--- src/rtl/gp_register_file.sv ---
// gp_register_file
//   General-purpose register file answering the decode stage's register-read
//   requests. Two combinational read ports (top/bot), two byte write ports
//   from writeback, write-first bypass on every read path, a registered
//   debug read port, a write-collision pulse and a sticky written mask.
//
// Ports
//   clock              system clock, rising edge
//   nreset             asynchronous active-low reset
//   reg_file_ren[1:0]  read enables (bit0 top, bit1 bot)
//   rd_addr_top/bot    read addresses
//   reg_file_data_top  top read data (combinational, 0 when disabled)
//   reg_file_data_bot  bot read data (combinational, 0 when disabled)
//   reg_file_wen[1:0]  write enables (bit0 top, bit1 bot)
//   wr_addr_top/bot    write addresses
//   wr_data_top/bot    write data
//   dbg_addr           debug read address
//   dbg_data           registered, bypassed value of reg[dbg_addr]
//   write_collision    one-cycle pulse after a same-address dual write
//   written_mask       bit i sticky-set once register i has been written
module gp_register_file #(
  parameter int DATA_W   = 8,
  parameter int ADDR_W   = 4,
  parameter int NUM_REGS = 16
) (
  input  logic                clock,
  input  logic                nreset,
  input  logic [1:0]          reg_file_ren,
  input  logic [ADDR_W-1:0]   rd_addr_top,
  input  logic [ADDR_W-1:0]   rd_addr_bot,
  output logic [DATA_W-1:0]   reg_file_data_top,
  output logic [DATA_W-1:0]   reg_file_data_bot,
  input  logic [1:0]          reg_file_wen,
  input  logic [ADDR_W-1:0]   wr_addr_top,
  input  logic [ADDR_W-1:0]   wr_addr_bot,
  input  logic [DATA_W-1:0]   wr_data_top,
  input  logic [DATA_W-1:0]   wr_data_bot,
  input  logic [ADDR_W-1:0]   dbg_addr,
  output logic [DATA_W-1:0]   dbg_data,
  output logic                write_collision,
  output logic [NUM_REGS-1:0] written_mask
);

  logic [DATA_W-1:0]   r_regs [NUM_REGS];
  logic [DATA_W-1:0]   r_dbg_data;
  logic                r_write_collision;
  logic [NUM_REGS-1:0] r_written_mask;

  logic                w_wen_top;
  logic                w_wen_bot;
  logic                w_collision;
  logic [NUM_REGS-1:0] w_wr_onehot;

  logic [DATA_W-1:0]   w_byp_top;
  logic [DATA_W-1:0]   w_byp_bot;
  logic [DATA_W-1:0]   w_byp_dbg;

  assign w_wen_top   = reg_file_wen[0];
  assign w_wen_bot   = reg_file_wen[1];
  assign w_collision = w_wen_top && w_wen_bot && (wr_addr_top == wr_addr_bot);

  // Registers touched this cycle; feeds the sticky written mask.
  always_comb begin
    w_wr_onehot = '0;
    if (w_wen_top) w_wr_onehot[wr_addr_top] = 1'b1;
    if (w_wen_bot) w_wr_onehot[wr_addr_bot] = 1'b1;
  end

  // Write-first bypass. Top is checked first so a read that hits both write
  // ports sees the same value the collision rule leaves in storage.
  always_comb begin
    w_byp_top = r_regs[rd_addr_top];
    if (w_wen_top && (wr_addr_top == rd_addr_top))
      w_byp_top = wr_data_top;
    else if (w_wen_bot && (wr_addr_bot == rd_addr_top))
      w_byp_top = wr_data_bot;
  end

  always_comb begin
    w_byp_bot = r_regs[rd_addr_bot];
    if (w_wen_top && (wr_addr_top == rd_addr_bot))
      w_byp_bot = wr_data_top;
    else if (w_wen_bot && (wr_addr_bot == rd_addr_bot))
      w_byp_bot = wr_data_bot;
  end

  always_comb begin
    w_byp_dbg = r_regs[dbg_addr];
    if (w_wen_top && (wr_addr_top == dbg_addr))
      w_byp_dbg = wr_data_top;
    else if (w_wen_bot && (wr_addr_bot == dbg_addr))
      w_byp_dbg = wr_data_bot;
  end

  assign reg_file_data_top = reg_file_ren[0] ? w_byp_top : '0;
  assign reg_file_data_bot = reg_file_ren[1] ? w_byp_bot : '0;

  // Bot is written before top so that on a same-address dual write the
  // later (top) assignment is the one that lands.
  always_ff @(posedge clock or negedge nreset) begin
    if (!nreset) begin
      for (int i = 0; i < NUM_REGS; i++) r_regs[i] <= '0;
    end else begin
      if (w_wen_bot) r_regs[wr_addr_bot] <= wr_data_bot;
      if (w_wen_top) r_regs[wr_addr_top] <= wr_data_top;
    end
  end

  always_ff @(posedge clock or negedge nreset) begin
    if (!nreset) begin
      r_dbg_data        <= '0;
      r_write_collision <= 1'b0;
      r_written_mask    <= '0;
    end else begin
      r_dbg_data        <= w_byp_dbg;
      r_write_collision <= w_collision;
      r_written_mask    <= r_written_mask | w_wr_onehot;
    end
  end

  assign dbg_data        = r_dbg_data;
  assign write_collision = r_write_collision;
  assign written_mask    = r_written_mask;

endmodule

--- config.mk ---
export PLATFORM = sky130hd
export DESIGN_NAME = gp_register_file
export DESIGN_NICKNAME = d
export VERILOG_FILES = /design/src/rtl/gp_register_file.sv
export SDC_FILE = /design/constraint.sdc
export NUM_CORES = 1
export LEC_CHECK = 0
export CAP_MARGIN = 10
export CORE_MARGIN = 10
export CORE_UTILIZATION = 32
export DETAILED_ROUTE_END_ITERATION = 8
export GPL_ROUTABILITY_DRIVEN = 0
export MAX_ROUTING_LAYER = met4
export PLACE_DENSITY_LB_ADDON = 0.08
export SYNTH_ARGS = -nofsm -noshare
export SYNTH_HDL_FRONTEND = slang
export SYNTH_SLANG_ARGS = --single-unit
--- constraint.sdc ---
create_clock -name clock -period 3.4 [get_ports clock]
set_clock_uncertainty 0.15 [all_clocks]
set_input_delay 0.34 -clock clock [delete_from_list [all_inputs] [get_ports clock]]
set_output_delay 0.34 -clock clock [all_outputs]
set_load 0.02 [all_outputs]
==> reports/qor.csv, run 1 <==
stage;metric;value;unit
run_status;status;completed;
logic_synthesis;syn_nets;1065;
timing;setup ws final;91.9;ps
worst_setup_path;Critical R2R Launch;r_regs[113];
logic_synthesis;Unique masters post-synth;43;
detailed_routing;vias;8873;
hold_path;Worst Hold End;written_mask[5];
cts;CTS tree;yes;
detailed_routing;Detail Route Antenna Nets;0;
hold_path;hold depth;1;
placement;Port Buffers;82;
grt;met3 Usage GRT;3.89;%
grt;busiest grt layer;met2;
timing;Max-slew headroom;40.4;%
logic_synthesis;ys async rst share;100;%
grt;initial antenna violation count;0;
placement;pre-CTS setup slack;63.4;ps
detailed_routing;TritonRoute pass-1 iters;8;
worst_setup_path;Critical Path AT;2820;ps
logic_synthesis;cell taking the most area after synthesis;dfrtp_1;
grt;vias in the first global route;8942;
cells_and_area;share of cells above drive strength 1;22.5;%
floorplan;num ports;83;
cts;H-Tree Depth;4;
floorplan;Die Ht;205;um
detailed_routing;wire length per cell;27.9;um
floorplan;row count;67;
power_and_ir_drop;Design Power;6.90;mW
cts;CTS sink count;153;
placement;placed instance area;12700;um2
worst_setup_path;Worst R2R Setup Slack;950;ps
cells_and_area;NumNets Final;1154;
run;max cap viols;0;
logic_synthesis;Syn. warnings;0;
power_and_ir_drop;Max VDD drop;0.354;mV
logic_synthesis;EDFF count, synth;0;
cts;clock slew seen by the registers of the worst setup and hold paths;70;ps
cells_and_area;fin area;13400;um2
floorplan;core area;33700;um2
cells_and_area;commonest cells after routing, fill and taps aside;mux2i_1, dfrtp_1, nand2_1;
power_and_ir_drop;Pleak;5.49;nW
grt;met1 Use GR;28.7;%
cts;CTS Buffer Depth;2;
timing;Worst-Margin Slew;894;ps
cts;root buf cell;clkbuf_16;
cells_and_area;Final Util;39.7;%
detailed_routing;final wirelength;43900;um
logic_synthesis;Synth top area share;34.9;%
detailed_routing;DR DRC count;0;
hold_path;min-delay src;written_mask[5];
logic_synthesis;synthesis-stage register bit count;153;
worst_setup_path;CP max FO;16;
timing;fin. max-slew vios;0;
worst_setup_path;Setup crit start kind;primary input;
floorplan;die area;42100;um2
timing;unrepaired setup endpoints after global routing;no;
worst_setup_path;Critical Path RT;2910;ps
cells_and_area;most common cell after layout, fill and taps aside;mux2i_1;
timing;Hold Vio Cnt, Final;0;
worst_setup_path;Reg2Reg Depth;5;
cts;total CTS buffers;17;
timing;final setup vio count;0;
grt;M2 GR Usage;32.8;%
worst_setup_path;critical path endpoint category;output port;
cells_and_area;Synth-to-Final Area Change;22.1;%
detailed_routing;drt initial violations;782;
timing;Peak Freq;302;MHz
hold_path;HP Class;reg2reg;
grt;first-pass GRT wire length;64000;um
logic_synthesis;sequential area share after synthesis;34.9;%
grt;Tot GR Track Use;21.6;%
detailed_routing;average vias per placed instance;5.64;
timing;Setup TNS;0;ps
power_and_ir_drop;PD cells;516;nW/um2
logic_synthesis;top post-synthesis cells by area;dfrtp_1, mux4_2, mux2i_1;
worst_setup_path;CP Class;in2out;
logic_synthesis;Cells after Synth;1023;
logic_synthesis;Avg Cell Area, Syn;10.7;um2
cts;Worst-Skew Late Latency;440;ps
logic_synthesis;Top FF cell, synth;dfrtp_1;
floorplan;initial cell density of the core;32.5;%
floorplan;Die Wd;205;um
grt;largest net degree at the start of global routing;79;
cells_and_area;FILL cells;3326;
timing;Min Clock Period, post-route;3310;ps
logic_synthesis;synthesized area;11000;um2
worst_setup_path;reg2reg end;dbg_data[1];
grt;gr ovfl total;0;
placement;HPWL after DPL;30700;um
timing;Tcrit/Tclk final;97.3;%
## cell usage after synthesis, drive strengths merged, types with 15 or more instances
| master | n |
|---|---|
| xor2 | 23 |
| o21ai | 110 |
| nor2 | 50 |
| a211oi | 15 |
| mux2i | 169 |
| nand2 | 120 |
| a21oi | 45 |
| or3 | 15 |
| nor2b | 17 |
| clkbuf | 57 |
| mux4 | 96 |
| dfrtp | 153 |
| buf | 60 |
## metal layers
| metal | part of all wire [%] | routed length [um] |
|---|---|---|
| met1 | 46 | 20100 |
| met2 | 47 | 20600 |
| met3 | 5.1 | 2240 |
| met4 | 2.3 | 1030 |
| met5 | 0 | 0 |
## critical path, cell delays in order
cell             delay (ps)
clkdlybuf4s50_1         620
xor2_1                  290
nor4_4                   80
buf_4                   200
a211o_1                 230
a31oi_1                 260
buf_4                   170
clkdlybuf4s50_1         600
## repair_timing
item                       4_1_cts  5_1_grt
resized for setup                0        4
hold endpoints to repair        74        0
hold buffers                     1        0
setup endpoints to repair        0        8
setup buffers                    0        0
## how the worst max path moves through the flow
stage	start	to	slack, ps	cells past startpoint
floorplan	rd_addr_bot[0]	reg_file_data_bot[6]	860	7
global route	rd_addr_top[3]	reg_file_data_top[3]	20	8
detailed placement	rd_addr_top[3]	reg_file_data_top[3]	60	8
finish	rd_addr_top[2]	reg_file_data_top[3]	90	8
CTS	rd_addr_top[3]	reg_file_data_top[3]	50	8
global placement	rd_addr_top[3]	reg_file_data_top[3]	20	8
## power by group
group	internal, mW	leakage [nW]	switching (mW)
registers	2.24	1.81	0.419
clock network	1.20	0.293	0.868
logic	1.17	3.39	1.01
total	4.61	5.49	2.29
## cell families (layout without fill, tap and decap cells)
group	count (synthesis)	count (layout)	share of synthesized area [%]
compound gates	203	203	10.7
xor+xnor	28	28	2.24
buf+inv	126	228	5.77
flops	153	153	34.9
mux	265	265	35.6
other cells	0	1	0
simple gates	248	248	10.8
## state kept, by name, summed over array words and instances, names as in the netlist
signal	flops
written_mask	16
write_collision	1
r_regs	128
dbg_data	8
## metrics by stage
stage	instances	hold slack, ps
2_1_floorplan	1023	-106
3_3_place_gp	1540	304
3_5_place_dp	1540	306
4_1_cts	1573	325
5_1_grt	1573	332
6_report	1574	318
## layout make-up
class	count	area [um2]	area share [%]
Timing Repair Buffer	187	1730	12.9
Multi-Input combinational cell	744	6610	49.4
Clock inverter	12	165	1.23
Tap cell	448	561	4.19
Clock buffer	20	457	3.41
Sequential cell	153	3830	28.6
Antenna cell	1	2.50	0.0187
Inverter	9	33.8	0.252
(Power assumes the default switching activity.)
==> run 2: changes to the inputs <==
HOLD_SLACK_MARGIN = 0.05   (was not set)
SETUP_SLACK_MARGIN = 0.02   (was not set)
==> results of run 2 <==
The final DEF is identical to that of run 1. Status: completed.
